File: config.mk
export PLATFORM = sky130hd
export DESIGN_NAME = msu_data_fetch
export DESIGN_NICKNAME = d
export VERILOG_FILES = /design/src/rtl/msu_pkg.sv /design/src/rtl/msu_word_buf.sv /design/src/rtl/msu_data_fetch.sv
export SDC_FILE = /design/constraint.sdc
export NUM_CORES = 1
export LEC_CHECK = 0
export BUFFER_PORTS_ARGS = -buffer_cell sky130_fd_sc_hd__buf_2
export CAP_MARGIN = 20
export CORE_ASPECT_RATIO = 1.25
export CORE_MARGIN = 1
export CORE_UTILIZATION = 56
export CTS_CLUSTER_DIAMETER = 80
export DETAILED_ROUTE_END_ITERATION = 10
export GPL_ROUTABILITY_DRIVEN = 0
export PLACE_DENSITY = 0.9
export SLEW_MARGIN = 20
export SYNTH_ARGS = -nofsm -noshare
export SYNTH_HDL_FRONTEND = slang
export SYNTH_SLANG_ARGS = --single-unit
File: constraint.sdc
create_clock -name CLK -period 4.5 [get_ports CLK]
set_input_delay 0.225 -clock CLK [delete_from_list [all_inputs] [get_ports CLK]]
set_output_delay 0.225 -clock CLK [all_outputs]
set_load 0.05 [all_outputs]
File: src/rtl/msu_pkg.sv
// rtl/msu_pkg.sv - shared FSM state type, word geometry and byte-select helper for the MSU data path
package msu_pkg;

    typedef enum logic [2:0] {
        ST_IDLE,
        ST_FETCH_CUR,
        ST_FETCH_NXT,
        ST_READY,
        ST_DRAIN
    } msu_state_e;

    localparam int WORD_BYTES = 8;
    localparam int BYTE_BITS  = $clog2(WORD_BYTES);

    function automatic logic [7:0] byte_select(input logic [63:0] word, input logic [2:0] sel);
        return word[8*sel +: 8];
    endfunction

endpackage

File: src/rtl/msu_word_buf.sv
// rtl/msu_word_buf.sv - current/next word holding registers, promote, and registered byte output
// Next-word storage exists only when MSU_DATA_PREFETCH_EN is defined.
module msu_word_buf
    import msu_pkg::*;
(
    input  logic        CLK,
    input  logic        RST_N,
    input  logic        clr_i,
    input  logic        inval_cur_i,
    input  logic        load_cur_i,
`ifdef MSU_DATA_PREFETCH_EN
    input  logic        load_nxt_i,
    input  logic        promote_i,
`endif
    input  logic [63:0] wdata_i,
    input  logic [2:0]  byte_sel_i,
    input  logic        oob_i,
    output logic [7:0]  data_o
);

    logic [63:0] cur_word_q, cur_word_d;
    logic        cur_valid_q, cur_valid_d;
    logic [7:0]  data_q, data_d;
`ifdef MSU_DATA_PREFETCH_EN
    logic [63:0] nxt_word_q, nxt_word_d;
    logic        nxt_valid_q, nxt_valid_d;
`endif

    always_comb begin
        cur_word_d  = cur_word_q;
        cur_valid_d = cur_valid_q;
`ifdef MSU_DATA_PREFETCH_EN
        nxt_word_d  = nxt_word_q;
        nxt_valid_d = nxt_valid_q;
`endif
        if (clr_i) begin
            cur_valid_d = 1'b0;
`ifdef MSU_DATA_PREFETCH_EN
            nxt_valid_d = 1'b0;
`endif
        end else begin
            if (inval_cur_i) begin
                cur_valid_d = 1'b0;
            end
            if (load_cur_i) begin
                cur_word_d  = wdata_i;
                cur_valid_d = 1'b1;
            end
`ifdef MSU_DATA_PREFETCH_EN
            if (promote_i) begin
                cur_word_d  = nxt_word_q;
                cur_valid_d = nxt_valid_q;
                nxt_valid_d = 1'b0;
            end
            if (load_nxt_i) begin
                nxt_word_d  = wdata_i;
                nxt_valid_d = 1'b1;
            end
`endif
        end
        // Output follows the next-state word so the byte lands together with the busy drop.
        data_d = (cur_valid_d && !oob_i) ? byte_select(cur_word_d, byte_sel_i) : 8'h00;
    end

    always_ff @(posedge CLK or negedge RST_N) begin
        if (!RST_N) begin
            cur_word_q  <= '0;
            cur_valid_q <= 1'b0;
            data_q      <= 8'h00;
`ifdef MSU_DATA_PREFETCH_EN
            nxt_word_q  <= '0;
            nxt_valid_q <= 1'b0;
`endif
        end else begin
            cur_word_q  <= cur_word_d;
            cur_valid_q <= cur_valid_d;
            data_q      <= data_d;
`ifdef MSU_DATA_PREFETCH_EN
            nxt_word_q  <= nxt_word_d;
            nxt_valid_q <= nxt_valid_d;
`endif
        end
    end

    assign data_o = data_q;

endmodule

File: src/rtl/msu_data_fetch.sv
// rtl/msu_data_fetch.sv - MSU-1 data port responder: seek/req FSM and single-outstanding memory read
// Define MSU_DATA_PREFETCH_EN to enable the next-word prefetch buffer.
module msu_data_fetch
    import msu_pkg::*;
#(
    parameter int MEM_AW = 29
) (
    input  logic              CLK,
    input  logic              RST_N,
    input  logic [31:0]       msu_data_addr,
    input  logic              msu_data_seek,
    input  logic              msu_data_req,
    input  logic [31:0]       file_size,
    output logic [7:0]        msu_data,
    output logic              msu_data_busy,
    output logic              mem_rd,
    output logic [MEM_AW-1:0] mem_addr,
    input  logic              mem_ack,
    input  logic [63:0]       mem_dout
);

    localparam int IDX_W = 32 - BYTE_BITS;
    typedef logic [IDX_W-1:0] idx_t;
    localparam idx_t IDX_ONE = idx_t'(1);
`ifdef MSU_DATA_PREFETCH_EN
    localparam idx_t IDX_TWO = idx_t'(2);
`endif

    msu_state_e        state_q, state_d;
    idx_t              cur_idx_q, cur_idx_d;
    logic              busy_q, busy_d;
    logic              mem_rd_q, mem_rd_d;
    logic [MEM_AW-1:0] mem_addr_q, mem_addr_d;

    logic              clr, inval_cur, load_cur;
`ifdef MSU_DATA_PREFETCH_EN
    logic              load_nxt, promote;
`endif
    logic              issue;
    idx_t              issue_idx;

    idx_t              addr_idx;
    logic              boundary, ack_live, arrive, oob;
    logic [63:0]       arr_data;

    function automatic logic past_eof(input idx_t idx, input logic [31:0] fsize);
        return {idx, {BYTE_BITS{1'b0}}} >= fsize;
    endfunction

    assign addr_idx = msu_data_addr[31:BYTE_BITS];
    assign boundary = msu_data_req && (msu_data_addr[BYTE_BITS-1:0] == '0);
    assign ack_live = mem_rd_q & mem_ack;
    // With no read in flight, a fetch state is waiting on a zero-filled word past end of file.
    assign arrive   = mem_rd_q ? mem_ack : 1'b1;
    assign arr_data = mem_rd_q ? mem_dout : 64'd0;
    assign oob      = msu_data_addr >= file_size;

    always_comb begin
        state_d    = state_q;
        cur_idx_d  = cur_idx_q;
        busy_d     = busy_q;
        mem_rd_d   = mem_rd_q & ~mem_ack;
        mem_addr_d = mem_addr_q;
        clr        = 1'b0;
        inval_cur  = 1'b0;
        load_cur   = 1'b0;
`ifdef MSU_DATA_PREFETCH_EN
        load_nxt   = 1'b0;
        promote    = 1'b0;
`endif
        issue      = 1'b0;
        issue_idx  = cur_idx_q;

        if (msu_data_seek) begin
            clr       = 1'b1;
            busy_d    = 1'b1;
            cur_idx_d = addr_idx;
            if (mem_rd_q && !mem_ack) begin
                state_d = ST_DRAIN;
            end else begin
                issue     = 1'b1;
                issue_idx = addr_idx;
                state_d   = ST_FETCH_CUR;
            end
        end else begin
            case (state_q)
                ST_DRAIN: begin
                    if (ack_live) begin
                        issue   = 1'b1;
                        state_d = ST_FETCH_CUR;
                    end
                end
                ST_FETCH_CUR: begin
                    if (arrive) begin
                        load_cur = 1'b1;
                        busy_d   = 1'b0;
`ifdef MSU_DATA_PREFETCH_EN
                        issue     = 1'b1;
                        issue_idx = cur_idx_q + IDX_ONE;
                        state_d   = ST_FETCH_NXT;
`else
                        state_d   = ST_READY;
`endif
                    end
                end
`ifdef MSU_DATA_PREFETCH_EN
                ST_FETCH_NXT: begin
                    if (boundary) begin
                        cur_idx_d = cur_idx_q + IDX_ONE;
                        if (arrive) begin
                            load_cur  = 1'b1;
                            issue     = 1'b1;
                            issue_idx = cur_idx_q + IDX_TWO;
                        end else begin
                            // The in-flight prefetch is now the current word; wait for it as a cur fetch.
                            inval_cur = 1'b1;
                            busy_d    = 1'b1;
                            state_d   = ST_FETCH_CUR;
                        end
                    end else if (arrive) begin
                        load_nxt = 1'b1;
                        state_d  = ST_READY;
                    end
                end
`endif
                ST_READY: begin
                    if (boundary) begin
                        cur_idx_d = cur_idx_q + IDX_ONE;
                        issue     = 1'b1;
`ifdef MSU_DATA_PREFETCH_EN
                        promote   = 1'b1;
                        issue_idx = cur_idx_q + IDX_TWO;
                        state_d   = ST_FETCH_NXT;
`else
                        inval_cur = 1'b1;
                        busy_d    = 1'b1;
                        issue_idx = cur_idx_q + IDX_ONE;
                        state_d   = ST_FETCH_CUR;
`endif
                    end
                end
                default: begin
                end
            endcase
        end

        if (issue) begin
            mem_addr_d = issue_idx[MEM_AW-1:0];
            mem_rd_d   = !past_eof(issue_idx, file_size);
        end
    end

    always_ff @(posedge CLK or negedge RST_N) begin
        if (!RST_N) begin
            state_q    <= ST_IDLE;
            cur_idx_q  <= '0;
            busy_q     <= 1'b0;
            mem_rd_q   <= 1'b0;
            mem_addr_q <= '0;
        end else begin
            state_q    <= state_d;
            cur_idx_q  <= cur_idx_d;
            busy_q     <= busy_d;
            mem_rd_q   <= mem_rd_d;
            mem_addr_q <= mem_addr_d;
        end
    end

    msu_word_buf u_word_buf (
        .CLK         (CLK),
        .RST_N       (RST_N),
        .clr_i       (clr),
        .inval_cur_i (inval_cur),
        .load_cur_i  (load_cur),
`ifdef MSU_DATA_PREFETCH_EN
        .load_nxt_i  (load_nxt),
        .promote_i   (promote),
`endif
        .wdata_i     (arr_data),
        .byte_sel_i  (msu_data_addr[2:0]),
        .oob_i       (oob),
        .data_o      (msu_data)
    );

    assign msu_data_busy = busy_q;
    assign mem_rd        = mem_rd_q;
    assign mem_addr      = mem_addr_q;

endmodule

==> impl_metrics.env <==
export IMPL_outcome="complete, no violations"
export IMPL_leakage_nw=4.90
export IMPL_critical_path_class="flop to flop"
export IMPL_syn_nets=1114
export IMPL_fp_row_count=50
export IMPL_setup_viol=0
export IMPL_drc=0
export IMPL_clk_path_buf_depth=2
export IMPL_hold_path_class="input pin to flop"
export IMPL_viasPerCell=6.75
export IMPL_drt_iter0_markers=727
export IMPL_io_buffers=171
export IMPL_synth_top_area_share_pct=39.5
export IMPL_critPathMaxFanout=8
export IMPL_post_route_min_period_ps=3780
export IMPL_cts_tree="yes"
export IMPL_ant_nets=0
export IMPL_crit_chain="nand2_1, or4_1, nor4_1, mux2i_1, o21ai_0, ha_1, nand4_1, nor3_1, o311ai_0, nand3_1, o31ai_1"
export IMPL_synth_common_cells="136 x dfrtp_1, 89 x nand2_1, 66 x a22o_1, 62 x ha_1, 58 x inv_1"
export IMPL_powerDensity_nw_per_um2=449
export IMPL_r2r_cells=11
export IMPL_clk_latency_ps=450
export IMPL_cts_inserted_buffers=17
export IMPL_grt_ovfl_total=0
export IMPL_drive_gt1_share_pct=21.9
export IMPL_yosysUniqueCellTypes=65
export IMPL_r2r_end="mem_rd$_DFF_PN0_"
export IMPL_syn_inst=919
export IMPL_root_buffer="clkbuf_16"
export IMPL_synth_xor_area_share_pct=1.22
export IMPL_dp_cells=1222
export IMPL_firstDrtPassIters=8
export IMPL_synthTopCellsByArea="dfrtp_1 40%, ha_1 9.0%, a22o_1 6.7%"
export IMPL_dp_hpwl_mm=18.5
export IMPL_crit_start="cur_idx_q[9]$_DFF_PN0_"
export IMPL_grt_antenna_before_repair=1
export IMPL_ir_worst_vdd_mv=0.274
export IMPL_synth_compound_area_share_pct=27.6
export IMPL_end_kind="flop"
export IMPL_ctsResizeCount=0
export IMPL_synthArstFlopShare_pct=100
export IMPL_yosysWarnings=0
export IMPL_synth_fa_ha_area_share_pct=9.01
export IMPL_die_w_um=113
export IMPL_total_power_mw=4.58
export IMPL_ios=172
export IMPL_fin_skew_ps=7.99
export IMPL_yosysSeqAreaShare_pct=39.5
export IMPL_max_stage_delay_ps=700
export IMPL_postRouteWirelength_mm=26.2
export IMPL_grt_pass1_vias=8135
export IMPL_synth_top_family_by_area="compound AO/OA/AOI/OAI gates"
export IMPL_area_growth_pct=18.5
export IMPL_grt_pass1_wl_mm=41.4
export IMPL_clock_fmax_mhz=264
export IMPL_min_path_cells=2
export IMPL_post_cts_buffers=0
export IMPL_setup_tns_ps=0
export IMPL_grt_start_max_net_pins=113
export IMPL_synth_most_common_cell="dfrtp_1"
export IMPL_die_area_um2=15900
export IMPL_synth_edff_count=0
export IMPL_numClockSinks=136
export IMPL_vias=8479
export IMPL_crit_arrival_ps=4110
export IMPL_diodes=0
export IMPL_hold_end="u_word_buf.cur_word_q[23]$_DFF_PN0_"
export IMPL_worstHoldStart="mem_dout[23]"
export IMPL_crit_path_start_kind="flop"
export IMPL_core_um2=15000
export IMPL_wire_per_inst_um=20.9
export IMPL_drv_slew=0
export IMPL_synth_area_per_cell_um2=9.37
export IMPL_period_share_pct=84.0
export IMPL_htree_num_levels=4
export IMPL_r2r_slack_ps=720
export IMPL_clkTransAtPathRegs_ps=70
export IMPL_synth_top_area_cell="dfrtp_1"
export IMPL_r2r_start="cur_idx_q[9]$_DFF_PN0_"
export IMPL_ys_flop_type="dfrtp_1"
export IMPL_synth_seq_cells=136
export IMPL_synth_simple_area_share_pct=15.3
export IMPL_rsz0062_at_grt="no"
export IMPL_track_usage_pct=33.7
export IMPL_max_cap_violations=0
export IMPL_stdcell_count=1256
export IMPL_maxSlewHeadroom_pct=30.3
export IMPL_yosys_mux_area_fraction_pct=1.77
export IMPL_critPathSlowestCell="or4_1"
export IMPL_tightest_slew_ps=1050
export IMPL_initial_core_util_pct=57.3
export IMPL_final_hold_viol_count=0
export IMPL_nNetsFinal=1256
export IMPL_synth_area_um2=8610
export IMPL_required_ps=4830
export IMPL_die_y_um=141
cells in the final DEF, fill, tap and decap left out, drive strengths merged, types with 23 or more instances in the layout:
cell type and n:
buf 185, dfrtp 136, nand2 89, a22o 66, ha 62, inv 61, o21ai 58, a221o 51
a21oi 40, nor2 40, nand3 25, nor3 23
worst max path at each step:
stage	to	slack, ps	cells past startpoint
after floorplan	mem_rd$_DFF_PN0_	1330	13
after global placement	mem_rd$_DFF_PN0_	950	12
after detailed placement	mem_rd$_DFF_PN0_	810	12
after CTS	mem_rd$_DFF_PN0_	800	11
after global routing	mem_rd$_DFF_PN0_	500	11
final	mem_rd$_DFF_PN0_	720	11
sequential cells by signal (all words and copies together), names as in the netlist:
| name | cells |
|---|---|
| msu_data_busy | 1 |
| cur_idx_q | 29 |
| mem_rd | 1 |
| u_word_buf.cur_valid_q | 1 |
| u_word_buf.data_o | 8 |
| mem_addr | 29 |
| state_q | 3 |
| u_word_buf.cur_word_q | 64 |
through the flow:
step / hold slack (ps) / setup slack, ps / area (um2) / util (%)
global placement: 369 / 951 / 9550 / 63.6
floorplan: -70.6 / 1330 / 8610 / -
detailed placement: 366 / 812 / 9550 / 63.6
finish: 14.1 / 718 / 10200 / 67.9
CTS: 16.9 / 802 / 10200 / 67.8
global route: 16.1 / 498 / 10200 / 67.9
per-layer routing:
| metal | vias up | GRT usage [%] | wire [um] |
|---|---|---|---|
| met3 | 114 | 9.59 | 2610 |
| met1 | 4031 | 39.5 | 9860 |
| li1 | 3813 | - | - |
| met2 | 521 | 56.6 | 12500 |
| met4 | 0 | 17.0 | 1260 |
| met5 | - | 0 | 0 |
layout make-up:
| class | instances | area, um2 |
|---|---|---|
| clock inverter | 14 | 198 |
| inverter | 58 | 218 |
| clock buffer | 18 | 429 |
| multi-input combinational | 662 | 4740 |
| fill | 1170 | 4810 |
| timing repair buffer | 186 | 985 |
| sequential | 136 | 3400 |
| tap | 182 | 228 |
cell families (layout without fill, tap and decap cells):
family / after synthesis / in the layout
adders and majority gates: 62 / 62
and+or+nand+nor: 261 / 261
muxes: 14 / 14
xor gates and xnor gates: 12 / 12
buffers and inverters: 121 / 276
AOI/OAI and AO/OA: 313 / 313
DFF: 136 / 136
critical path, delay by kind of cell (launching register included):
kind,cells,cell delay [ps]
compound gates,3,510
mux,1,320
simple gates,6,2060
fa+ha+maj,1,310
flops,1,470
where the power goes:
part	leakage (nW)	internal, mW	switching, mW
combinational	2.89	0.483	0.881
sequential	1.72	1.51	0.191
clock	0.290	0.930	0.587
repair_timing:
action,4_1_cts,5_1_grt
hold buffers,1,0
endpoints found under the setup margin,0,0
endpoints found under the hold margin,95,0
(Power assumes the default switching activity.)
